<file path="config.mk">
export PLATFORM = sky130hd
export DESIGN_NAME = tape_zero_cross
export DESIGN_NICKNAME = d
export VERILOG_FILES = /design/src/rtl/tape_pkg.sv /design/src/rtl/tape_dc_block.sv /design/src/rtl/tape_zero_cross.sv
export SDC_FILE = /design/constraint.sdc
export NUM_CORES = 1
export LEC_CHECK = 0
export CORE_UTILIZATION = 42
export DETAILED_ROUTE_END_ITERATION = 16
export GPL_TIMING_DRIVEN = 1
export PLACE_DENSITY_LB_ADDON = 0.15
export SLEW_MARGIN = 15
export SYNTH_ARGS = -nofsm -noshare
export SYNTH_HDL_FRONTEND = slang
export SYNTH_SLANG_ARGS = --single-unit
</file>
<file path="constraint.sdc">
create_clock -name clk -period 2.1 [get_ports clk]
set_clock_uncertainty 0.1 [all_clocks]
set_input_delay 0.42 -clock clk [delete_from_list [all_inputs] [get_ports clk]]
set_output_delay 0.42 -clock clk [all_outputs]
set_load 0.005 [all_outputs]
</file>
<file path="src/rtl/tape_pkg.sv">
// Shared types, defaults and helpers for the cassette read-path detector.
package tape_pkg;

    typedef logic signed [15:0] tape_sample_t;

    localparam int          HYST_DEFAULT      = 1024;
    localparam int unsigned MIN_PULSE_DEFAULT = 4;
    localparam int unsigned DC_SHIFT_DEFAULT  = 8;

    // Signed add of two 17-bit operands, clamped to the 16-bit sample range.
    function automatic tape_sample_t sat_add(input logic signed [16:0] a,
                                             input logic signed [16:0] b);
        logic signed [17:0] sum;
        sum = 18'(a) + 18'(b);
        if (sum > 18'sd32767) begin
            return 16'sh7fff;
        end else if (sum < -18'sd32768) begin
            return 16'sh8000;
        end
        return sum[15:0];
    endfunction

endpackage

</file>
<file path="src/rtl/tape_dc_block.sv">
// DC tracker: fractional running mean of the input and the saturated
// mean-removed sample. The accumulator holds dc scaled by 2^DC_SHIFT, so
// adding the raw difference equals dc += diff >>> DC_SHIFT with the fraction kept.
module tape_dc_block
    import tape_pkg::*;
#(
    parameter int unsigned DC_SHIFT = DC_SHIFT_DEFAULT
) (
    input  logic        clk,
    input  logic        reset,
    input  logic        i_clr,
    input  logic        i_en,
    input  logic [15:0] i_x,
    output logic [15:0] o_y
);

    localparam int unsigned ACC_W = 16 + DC_SHIFT;

    logic signed [ACC_W-1:0] r_acc;
    logic signed [15:0]      w_dc;
    logic signed [16:0]      w_x17;
    logic signed [16:0]      w_dc17;
    logic signed [16:0]      w_diff;

    assign w_dc   = 16'(r_acc >>> DC_SHIFT);
    assign w_x17  = 17'($signed(i_x));
    assign w_dc17 = 17'(w_dc);
    assign w_diff = w_x17 - w_dc17;
    assign o_y    = sat_add(w_x17, -w_dc17);

    // Accumulate the unsaturated difference; motor-off clears the tracker.
    always_ff @(posedge clk) begin
        if (reset || i_clr) begin
            r_acc <= '0;
        end else if (i_en) begin
            r_acc <= r_acc + ACC_W'(w_diff);
        end
    end

endmodule

</file>
<file path="src/rtl/tape_zero_cross.sv">
// Cassette zero-cross detector: optional DC removal, hysteresis comparator,
// minimum-pulse glitch filter and half-period measurement.
// Build option: define TAPE_ZC_DCBLOCK_EN to include the DC tracker.
module tape_zero_cross
    import tape_pkg::*;
#(
    parameter int          HYST         = HYST_DEFAULT,
    parameter int unsigned MIN_PULSE    = MIN_PULSE_DEFAULT,
    parameter int unsigned DC_SHIFT     = DC_SHIFT_DEFAULT,
    parameter int unsigned PERIOD_WIDTH = 12
) (
    input  logic                    clk,
    input  logic                    reset,
    input  logic                    clk_3mhz_en,
    input  logic [0:15]             tape_audio,
    input  logic                    cs1_cntrl,
    output logic                    mag_in,
    output logic                    edge_strobe,
    output logic [0:PERIOD_WIDTH-1] last_period
);

    if (MIN_PULSE < 1 || MIN_PULSE > 15) begin : g_bad_min_pulse
        $error("MIN_PULSE must be in 1..15");
    end
    if (DC_SHIFT < 4 || DC_SHIFT > 12) begin : g_bad_dc_shift
        $error("DC_SHIFT must be in 4..12");
    end

    localparam tape_sample_t HYST_POS = tape_sample_t'(HYST);
    localparam tape_sample_t HYST_NEG = tape_sample_t'(-HYST);
    localparam logic [3:0]   CNT_HIT  = 4'(MIN_PULSE);

    tape_sample_t            w_x;
    tape_sample_t            w_y_next;
    tape_sample_t            r_y;
    logic                    r_mag;
    logic                    r_strobe;
    logic [3:0]              r_cnt;
    logic [3:0]              w_cnt_inc;
    logic [PERIOD_WIDTH-1:0] r_per;
    logic [PERIOD_WIDTH-1:0] w_per_inc;
    logic [PERIOD_WIDTH-1:0] r_last;
    logic                    w_cond;
    logic                    w_toggle;

    // Leftmost port bit is the sample MSB, so a plain assignment keeps the value.
    assign w_x = tape_audio;

`ifdef TAPE_ZC_DCBLOCK_EN
    logic [15:0] w_dc_y;

    tape_dc_block #(
        .DC_SHIFT(DC_SHIFT)
    ) u_dc_block (
        .clk   (clk),
        .reset (reset),
        .i_clr (~cs1_cntrl),
        .i_en  (clk_3mhz_en),
        .i_x   (w_x),
        .o_y   (w_dc_y)
    );

    assign w_y_next = w_dc_y;
`else
    assign w_y_next = w_x;
`endif

    // Comparator threshold depends on the current level (hysteresis).
    always_comb begin
        w_cond    = r_mag ? (r_y < HYST_NEG) : (r_y > HYST_POS);
        w_cnt_inc = r_cnt + 4'd1;
        w_toggle  = w_cond && (w_cnt_inc == CNT_HIT);
        w_per_inc = (&r_per) ? r_per : r_per + PERIOD_WIDTH'(1);
    end

    // Sample, filter and period state; motor-off forces a quiet restart.
    always_ff @(posedge clk) begin
        if (reset) begin
            r_y      <= '0;
            r_mag    <= 1'b0;
            r_strobe <= 1'b0;
            r_cnt    <= '0;
            r_per    <= '0;
            r_last   <= '0;
        end else if (!cs1_cntrl) begin
            r_y      <= '0;
            r_mag    <= 1'b0;
            r_strobe <= 1'b0;
            r_cnt    <= '0;
            r_per    <= '0;
        end else begin
            r_strobe <= 1'b0;
            if (clk_3mhz_en) begin
                r_y <= w_y_next;
                if (w_toggle) begin
                    r_mag    <= ~r_mag;
                    r_strobe <= 1'b1;
                    r_cnt    <= '0;
                    r_per    <= '0;
                    r_last   <= w_per_inc;
                end else begin
                    r_cnt <= w_cond ? w_cnt_inc : 4'd0;
                    r_per <= w_per_inc;
                end
            end
        end
    end

    assign mag_in      = r_mag;
    assign edge_strobe = r_strobe;
    assign last_period = r_last;

endmodule

</file>
=== Word-level counts from Yosys, hierarchy flattened ===
Index checks and enable logic that the tools add are counted.

* Output and inout port bits: 14
* Word-level logic and storage cells: 26
* Bits in writable memories: 0
* Register bits after elaboration: 46
* Memories: 0
* Latch bits: 0
* Bits in read-only memories: 0

* Magnitude comparators: 2
* $mul: 0
* Multiplexer cells: 6
* Add/subtract/negate cells: 2
* Bitwise gates (word level): 3
* Eq/ne operators: 1
* Reductions and logical operators: 6
* Divide/modulo/power cells: 0
* Shift operators: 0

{| class="wikitable"
|+ Operators by type and width
! operator !! number
|-
| 12-bit 2-to-1 mux || 2
|-
| 16-bit by 12-bit greater-than comparator with 1-bit output (second input constant) || 1
|-
| 16-bit by 11-bit < comparator with 1-bit output (second input constant) || 1
|-
| 12-bit by 1-bit adder with 12-bit output (second input constant) || 1
|-
| 12-bit AND reduction || 1
|-
| 4-bit 2-to-1 mux || 2
|-
| 4-bit by 1-bit adder with 4-bit output (second input constant) || 1
|-
| 4-bit by 3-bit == test with 1-bit output (second input constant) || 1
|-
| 1-bit inverter || 3
|-
| 3-bit AND reduction || 1
|-
| 3-bit OR reduction || 1
|-
| 1-bit 2-to-1 mux || 2
|-
| 2-bit AND reduction || 1
|-
| 2-bit OR reduction || 1
|-
| 1-bit logical AND || 1
|}

=== Depth between registers and ports, before layout ===
Gate-level depths: netlist of the first run.

* Depth after elaboration: 4
* Depth in mapped cells: 7

=== Least setup slack after synthesis of the first run ===
No wires, ideal clock.

* Path kind: reg-to-reg
* From: register r_per[0]
* To: register r_per[1]
* Path buffers: 1
* Data arrival time: 1.801 ns
* Stages on the path, launching flop included: 8
* Setup slack: 0.071 ns
* Required time: 1.871 ns
* Cells stage by stage: dfxtp_1 ha_1 nand3_1 or4_4 buf_6 nand2_1 mux2i_1 nor3_2

* Word-level cells in the longest chain between the ends: 3

{| class="wikitable"
|+ RTL lines
! element !! RTL line !! text
|-
| from (decl) || tape_zero_cross.sv:40 || <nowiki>logic [PERIOD_WIDTH-1:0] r_per;</nowiki>
|-
| from (signal assigned) || tape_zero_cross.sv:103 || <nowiki>r_per <= w_per_inc;</nowiki>
|-
| 12-bit by 1-bit adder with 12-bit output or 12-bit AND reduction (tied branches) || tape_zero_cross.sv:73 || <nowiki>w_per_inc = (&r_per) ? r_per : r_per + PERIOD_WIDTH'(1);</nowiki>
|-
| 12-bit 2-to-1 mux * || tape_zero_cross.sv:73 ||
|-
| 12-bit 2-to-1 mux * || tape_zero_cross.sv:95 || <nowiki>if (w_toggle) begin</nowiki>
|}

Every way passes the cells marked *; elsewhere a longest branch is shown, timed or not.
A chain may end at the register's enable or synchronous reset.

=== Worst setup path after layout of the first run ===
* From: register r_per[0]
* To: register r_last[3], in the netlist last_period[8]

* Word-level cells in the longest chain between the ends: 2

{| class="wikitable"
|+ RTL lines
! element !! RTL line !! text
|-
| 12-bit by 1-bit adder with 12-bit output or 12-bit AND reduction (tied branches) || tape_zero_cross.sv:73 ||
|-
| 12-bit 2-to-1 mux * || tape_zero_cross.sv:73 ||
|-
| to (signal assigned) || tape_zero_cross.sv:100 || <nowiki>r_last <= w_per_inc;</nowiki>
|-
| to (decl) || tape_zero_cross.sv:42 || <nowiki>logic [PERIOD_WIDTH-1:0] r_last;</nowiki>
|}

Marks and branches as above.

==> results of run 1 <==
cells in the final DEF, fill, tap and decap left out, types with 2 or more instances in the layout:
master and n:
nand4_1 2, nand2b_1 9, clkbuf_8 5, dfxtp_1 46, clkdlybuf4s50_1 32, and3_1 5
nor3_1 6, o21a_1 2, nor2_1 23, a211oi_1 3, mux2i_1 19, xnor2_1 5
a21oi_1 22, a311oi_1 3, nand2_1 13, buf_4 23, inv_1 3, nor4_2 2
ha_1 2, nand3_2 2, a31oi_1 7, o21ai_0 9, nand3_1 19, nor4_1 5
metal layers:
metal,vias to the layer above,global-route usage [%]
met5,-,0
met4,0,4.73
met3,7,4.02
met2,34,30.1
met1,901,26.2
li1,1001,-
worst max-delay path, cell delays in order, from the launching register on:
cell      delay, ns
dfxtp_1        0.34
ha_1           0.17
nand3_1        0.12
or4_4          0.65
nand4_1        0.18
xor2_1         0.08
a211oi_1       0.21
final cells by class:
type	count	share of cell area, %
Clock buffer	6	2.57
Clock inverter	1	0.266
Inverter	3	0.399
Multi-Input combinational cell	183	43.3
Sequential cell	46	32.7
Tap cell	70	3.11
Timing Repair Buffer	56	17.7
path summary, 6_finish.rpt:
path	startpoint	slack, ns	end
worst max-delay path	r_per[0]	0.16	last_period[8]
worst min-delay path	last_period[7]	0.37	last_period[7]
worst max register to register	r_per[0]	0.16	last_period[8]
worst min register to register	last_period[7]	0.37	last_period[7]
registers in the layout, summed over array words and instances (netlist names):
register	count
r_per	12
r_y	16
r_cnt	4
mag_in	1
last_period	12
edge_strobe	1
per-stage QoR:
stage	power (mW)	utilization, %	hold WS [ns]
final	1.55	54.8	0.370
after global routing	1.62	54.8	0.409
after CTS	1.57	54.7	0.374
after detailed placement	1.05	53.2	0.359
after global placement	1.05	53.2	0.359
after floorplan	0.989	-	0.351
report_power, final:
group / switching (mW) / internal (mW)
combinational: 0.0701 / 0.0716
sequential: 0.00725 / 0.883
clock: 0.286 / 0.229
cells in the mapped netlist, types with 6 or more instances:
cell      number
a21oi_1       22
a31oi_1        7
clkbuf_1       7
dfxtp_1       46
mux2i_1       19
nand2_1       13
nand2b_1       9
nand3_1       19
nor2_1        23
nor3_1         6
o21ai_0        9
cell families (layout without fill, tap and decap cells):
group	after synthesis	count (layout)	synth area share, %
simple gates	99	99	24.4
buf+inv	20	66	5.22
fa+ha+maj	2	2	1.11
xor+xnor	6	6	2.33
compound gates	56	56	17.1
flops	46	46	40.8
mux	20	20	8.93
what timing repair did:
action,CTS,global route
hold buffers,0,0
gates resized for setup,0,1
endpoints found under the setup margin,0,1
==> results.tsv, run 1 <==
stage	metric	value	unit
outcome	outcome	finished, final reports clean	
detailed_routing	Detailed Route Iter0 Violations	131	
detailed_routing	via count	1943	
placement	pre-CTS setup slack	0.145	ns
sta	Max-slew headroom	63.2	%
detailed_routing	Detail Route Antenna Nets	0	
synthesis	ys flop type	dfxtp_1	
sta	Final min period	1.94	ns
sta	fmax	515	MHz
placement	dpl hpwl	3690	um
detailed_routing	Met3 Routed Length	146	um
finish	area delta synth->final	25.0	%
global_routing	first-pass GRT wire length	8090	um
detailed_routing	Top Metal Used	met4	
placement	global placer's final weighted congestion	0.836	
global_routing	initial antenna violation count	0	
setup_path	CP startpoint kind	flip-flop	
clock_tree	clock-pin slew on the worst setup and hold paths	0.08	ns
synthesis	Seq/Total Area, Yosys	40.8	%
clock_tree	CTS buffer count	5	
die	Core Area	0.00514	mm2
detailed_routing	residual DRC count	0	
setup_path	Crit Path Class	reg2reg	
synthesis	Mapped Area	0.00225	mm2
sta	final hold violations	0	
die	initial core utilization	43.9	%
synthesis	Distinct cells, synth	54	
synthesis	Syn Inst Count	249	
die	die footprint	0.00567	mm2
placement	Cell Area, Placed	0.00273	mm2
clock_tree	CTS sink cnt	46	
power	VDD IR max	343	uV
die	Horiz. Die Dim	75.3	um
clock_tree	Post-CTS Setup Bufs	0	
detailed_routing	Post-Route WL	4920	um
sta	TNS Setup	0	ns
setup_path	CP required	2.22	ns
die	# rows	26	
die	I/O pins	34	
placement	dpl cells	358	
detailed_routing	met1 WL	2390	um
global_routing	number of global-route vias before repair	1689	
finish	ant diodes	0	
synthesis	synthesis-stage register bit count	46	
clock_tree	CTS tree	yes	
clock_tree	Max H-tree Level	2	
synthesis	share of the synthesized area in the top cell type	40.8	%
detailed_routing	routed len/inst	13.5	um
global_routing	total grt overflow	0	
power	power per cell area	549	mW/mm2
clock_tree	CTS Root Buffer Type	clkbuf_8	
setup_path	Arr. time, crit path	2.06	ns
setup_path	reg2reg path depth	6	
sta	Tcrit/Tclk final	92.4	%
sta	setup ws final	0.159	ns
setup_path	Max FO, Critical Path	12	
min_path	Hold WC Path Type	reg2reg	
synthesis	Synth Warn #	0	
min_path	Hold Path Depth	2	
die	Die H	75.3	um
sta	RSZ-0062 raised after global routing	false	
synthesis	EDFF count, synth	0	
detailed_routing	Pre-Repair DR Iteration Count	4	
sta	setup violators final	0	
synthesis	top cells by area, synth	dfxtp_1, mux2i_1, a21oi_1	
sta	max-slew violation count	0	
synthesis	Mean Syn Cell Area	9.05	um2
synthesis	Synth area leader	dfxtp_1	
detailed_routing	Via density	5.32	
finish	Fill cells	500	
clock_tree	clk_lat worst skew	0.29	ns
synthesis	ys async rst share	0	%
global_routing	largest net degree at the start of global routing	32	
power	P_leak	1.02	nW
global_routing	gr usage total	18.9	%
sta	worst-margin pin slew	0.547	ns
finish	final instance area	0.00282	mm2
finish	Finished Layout Cells	365	
placement	IO Port Bufs	33	
run	number of max-cap violations	0	
clock_tree	clock buffer depth	2	
detailed_routing	DR WL met2	2330	um
finish	layout cells sized above 1	15.6	%
finish	register area	921	um2
setup_path	critical path capture point type	flip-flop	
synthesis	Synth Net Count	271	
finish	Multi-input gate area	0.00122	mm2
finish	final-stage net count	317	
(Power assumes the default switching activity.)
==> run 2: changes to the inputs <==
Settings changed: TNS_END_PERCENT set to 20.
==> results of run 2 <==
The final DEF is identical to that of run 1; final timing and power are the same.
==> run 3: changes to the inputs <==
Settings changed: SETUP_SLACK_MARGIN set to 0.4.
==> run 3 against run 2 <==
Compared with the run above: register-to-register slack better by 0.095 ns; first-iteration DRC count is 3.1% lower; clock power is 14% higher; core utilization is 5.5 points higher; critical path depth stayed put; sequential share of layout area is 2.3 points lower; routed wire length is 18% higher; non-clock buffer count is 5 higher; flip-flop and latch count stayed put; via count is 5.2% higher; design area is 9.9% higher; critical path type unchanged; critical endpoint is now last_period[6]; highest routed layer unchanged.
==> results.tsv, run 3 (same netlist as run 1, synthesis figures left out) <==
stage	metric	value	unit
sta	TNS Setup	0	ns
setup_path	Buf/Inv on CP	1	
min_path	Hold WC Path Type	reg2reg	
setup_path	reg2reg setup slack	0.25	ns
outcome	outcome	finished, final reports clean	
setup_path	Top delay family on crit path	compound AO/OA/AOI/OAI gates	
clock_tree	clock buffer depth	2	
detailed_routing	via count	2044	
detailed_routing	routed len/inst	15.5	um
placement	global placer's final weighted congestion	0.783	
sta	max-slew violation count	0	
sta	worst-margin pin slew	0.506	ns
placement	dpl hpwl	3570	um
placement	IO Port Bufs	33	
finish	Top reg by flops	r_y	
finish	Final Util	60.3	%
run	number of max-cap violations	0	
finish	final instance area	0.00310	mm2
power	power per cell area	529	mW/mm2
sta	Tcrit/Tclk final	87.9	%
setup_path	Max stage delay on crit path	0.47	ns
detailed_routing	Detailed Route Iter0 Violations	127	
setup_path	reg2reg path depth	6	
finish	ant diodes	0	
sta	fmax	542	MHz
setup_path	Crit Path Class	reg2reg	
sta	setup violators final	0	
die	initial core utilization	43.9	%
finish	commonest non-fill, non-tap cell in the layout	dfxtp_1	
sta	Max-slew headroom	66.1	%
clock_tree	clock-pin slew on the worst setup and hold paths	0.09	ns
detailed_routing	residual DRC count	0	
clock_tree	CTS Root Buffer Type	clkbuf_8	
clock_tree	CTS sink cnt	46	
setup_path	FF-to-FF Start	r_y[3]	
setup_path	Worst setup startpoint	r_y[3]	
detailed_routing	Pre-Repair DR Iteration Count	4	
global_routing	largest net degree at the start of global routing	49	
power	P_leak	1.10	nW
sta	final hold violations	0	
finish	final-stage net count	324	
detailed_routing	Detail Route Antenna Nets	0	
finish	Fill cells	468	
setup_path	Critical Path Stages	6	
setup_path	Worst Setup EP	last_period[6]	
setup_path	CP Cell Sequence	nor4_4 -> a31oi_4 -> o311ai_4 -> buf_4 -> nor4_4 -> nor3_1	
finish	area delta synth->final	37.5	%
setup_path	Crit-path slowest cell	o311ai_4	
finish	layout cells sized above 1	28.1	%
setup_path	CP required	2.24	ns
finish	max reg flops	16	
clock_tree	CTS buffer count	5	
detailed_routing	Via density	5.48	
global_routing	initial antenna violation count	0	
clock_tree	Max H-tree Level	2	
die	I/O pins	34	
clock_tree	clk_lat worst skew	0.31	ns
global_routing	number of global-route vias before repair	1864	
setup_path	CP startpoint kind	flip-flop	
setup_path	Max FO, Critical Path	6	
setup_path	R2R Path End	last_period[6]	
sta	Final min period	1.85	ns
power	VDD IR max	371	uV
setup_path	critical path capture point type	flip-flop	
finish	most frequent cells in the layout	dfxtp_1, clkdlybuf4s50_1, buf_4, nor2_1, a21oi_1	
global_routing	gr usage total	21.6	%
placement	Cell Area, Placed	0.00274	mm2
global_routing	total grt overflow	0	
setup_path	most used cell, CP	nor4_4	
setup_path	Arr. time, crit path	1.98	ns
die	Core Area	0.00514	mm2
die	Die H	75.3	um
global_routing	first-pass GRT wire length	9030	um
clock_tree	CTS tree	yes	
clock_tree	CTS Hold Buffers Added	0	
die	die footprint	0.00567	mm2
detailed_routing	Post-Route WL	5790	um
sta	RSZ-0062 raised after global routing	true	
die	# rows	26	
die	Horiz. Die Dim	75.3	um
-- run 3: per-stage QoR --
step	power [mW]	hold WS, ns	std cells	worst slack (ns)
2_1_floorplan	0.993	0.351	249	0.285
3_3_place_gp	1.05	0.374	350	0.150
3_5_place_dp	1.06	0.371	350	0.0630
4_1_cts	1.65	0.390	371	0.265
5_1_grt	1.70	0.420	373	0.160
6_report	1.64	0.387	373	0.254
-- run 3: worst min path at each step --
stage               slack (ns)      startpoint             end  cells past startpoint
global placement          0.37  last_period[7]  last_period[7]                      2
detailed placement        0.37  last_period[7]  last_period[7]                      2
global route              0.42  last_period[5]  last_period[5]                      2
CTS                       0.39  last_period[7]  last_period[7]                      2
finish                    0.39  last_period[7]  last_period[7]                      2
floorplan                 0.35  last_period[7]  last_period[7]                      2
-- run 3: per-layer routing --
| layer | track usage, % | part of all wire (%) | vias to the layer above | wire length, um |
|---|---|---|---|---|
| li1 | - | - | 1021 | - |
| met1 | 26.8 | 46 | 958 | 2680 |
| met2 | 36.1 | 48 | 51 | 2790 |
| met3 | 4.82 | 3.1 | 14 | 177 |
| met4 | 8.85 | 2.5 | 0 | 145 |
| met5 | 0 | 0 | - | 0 |
-- run 3: timing repair --
action	in CTS	in global routing
buffers inserted	11	2
pin swaps	12	9
setup endpoints to repair	31	43
gates resized for setup	22	12
cloned	2	0
-- run 3: final cells by class --
class                      count  area, um2  area share, %
inverter                       3       11.3          0.363
multi-input combinational    185       1410           45.5
clock inverter                 2       12.5          0.404
sequential                    46        941           30.4
tap                           70       87.6           2.83
timing repair buffer          61        556           17.9
clock buffer                   6       82.6           2.66
-- run 3: report_power, final --
part | total, mW | leakage (nW) | internal, mW | switching [mW]
registers | 0.892 | 0.378 | 0.881 | 0.0116
logic | 0.159 | 0.673 | 0.0801 | 0.0786
clock network | 0.588 | 0.0472 | 0.265 | 0.323
total | 1.64 | 1.10 | 1.23 | 0.413
-- run 3: worst min-delay path: cells and delay by family, from the launching register on --
family | cells | cell delay (ns)
and+or+nand+nor | 1 | 0.05
DFF | 1 | 0.33
muxes | 1 | 0.06
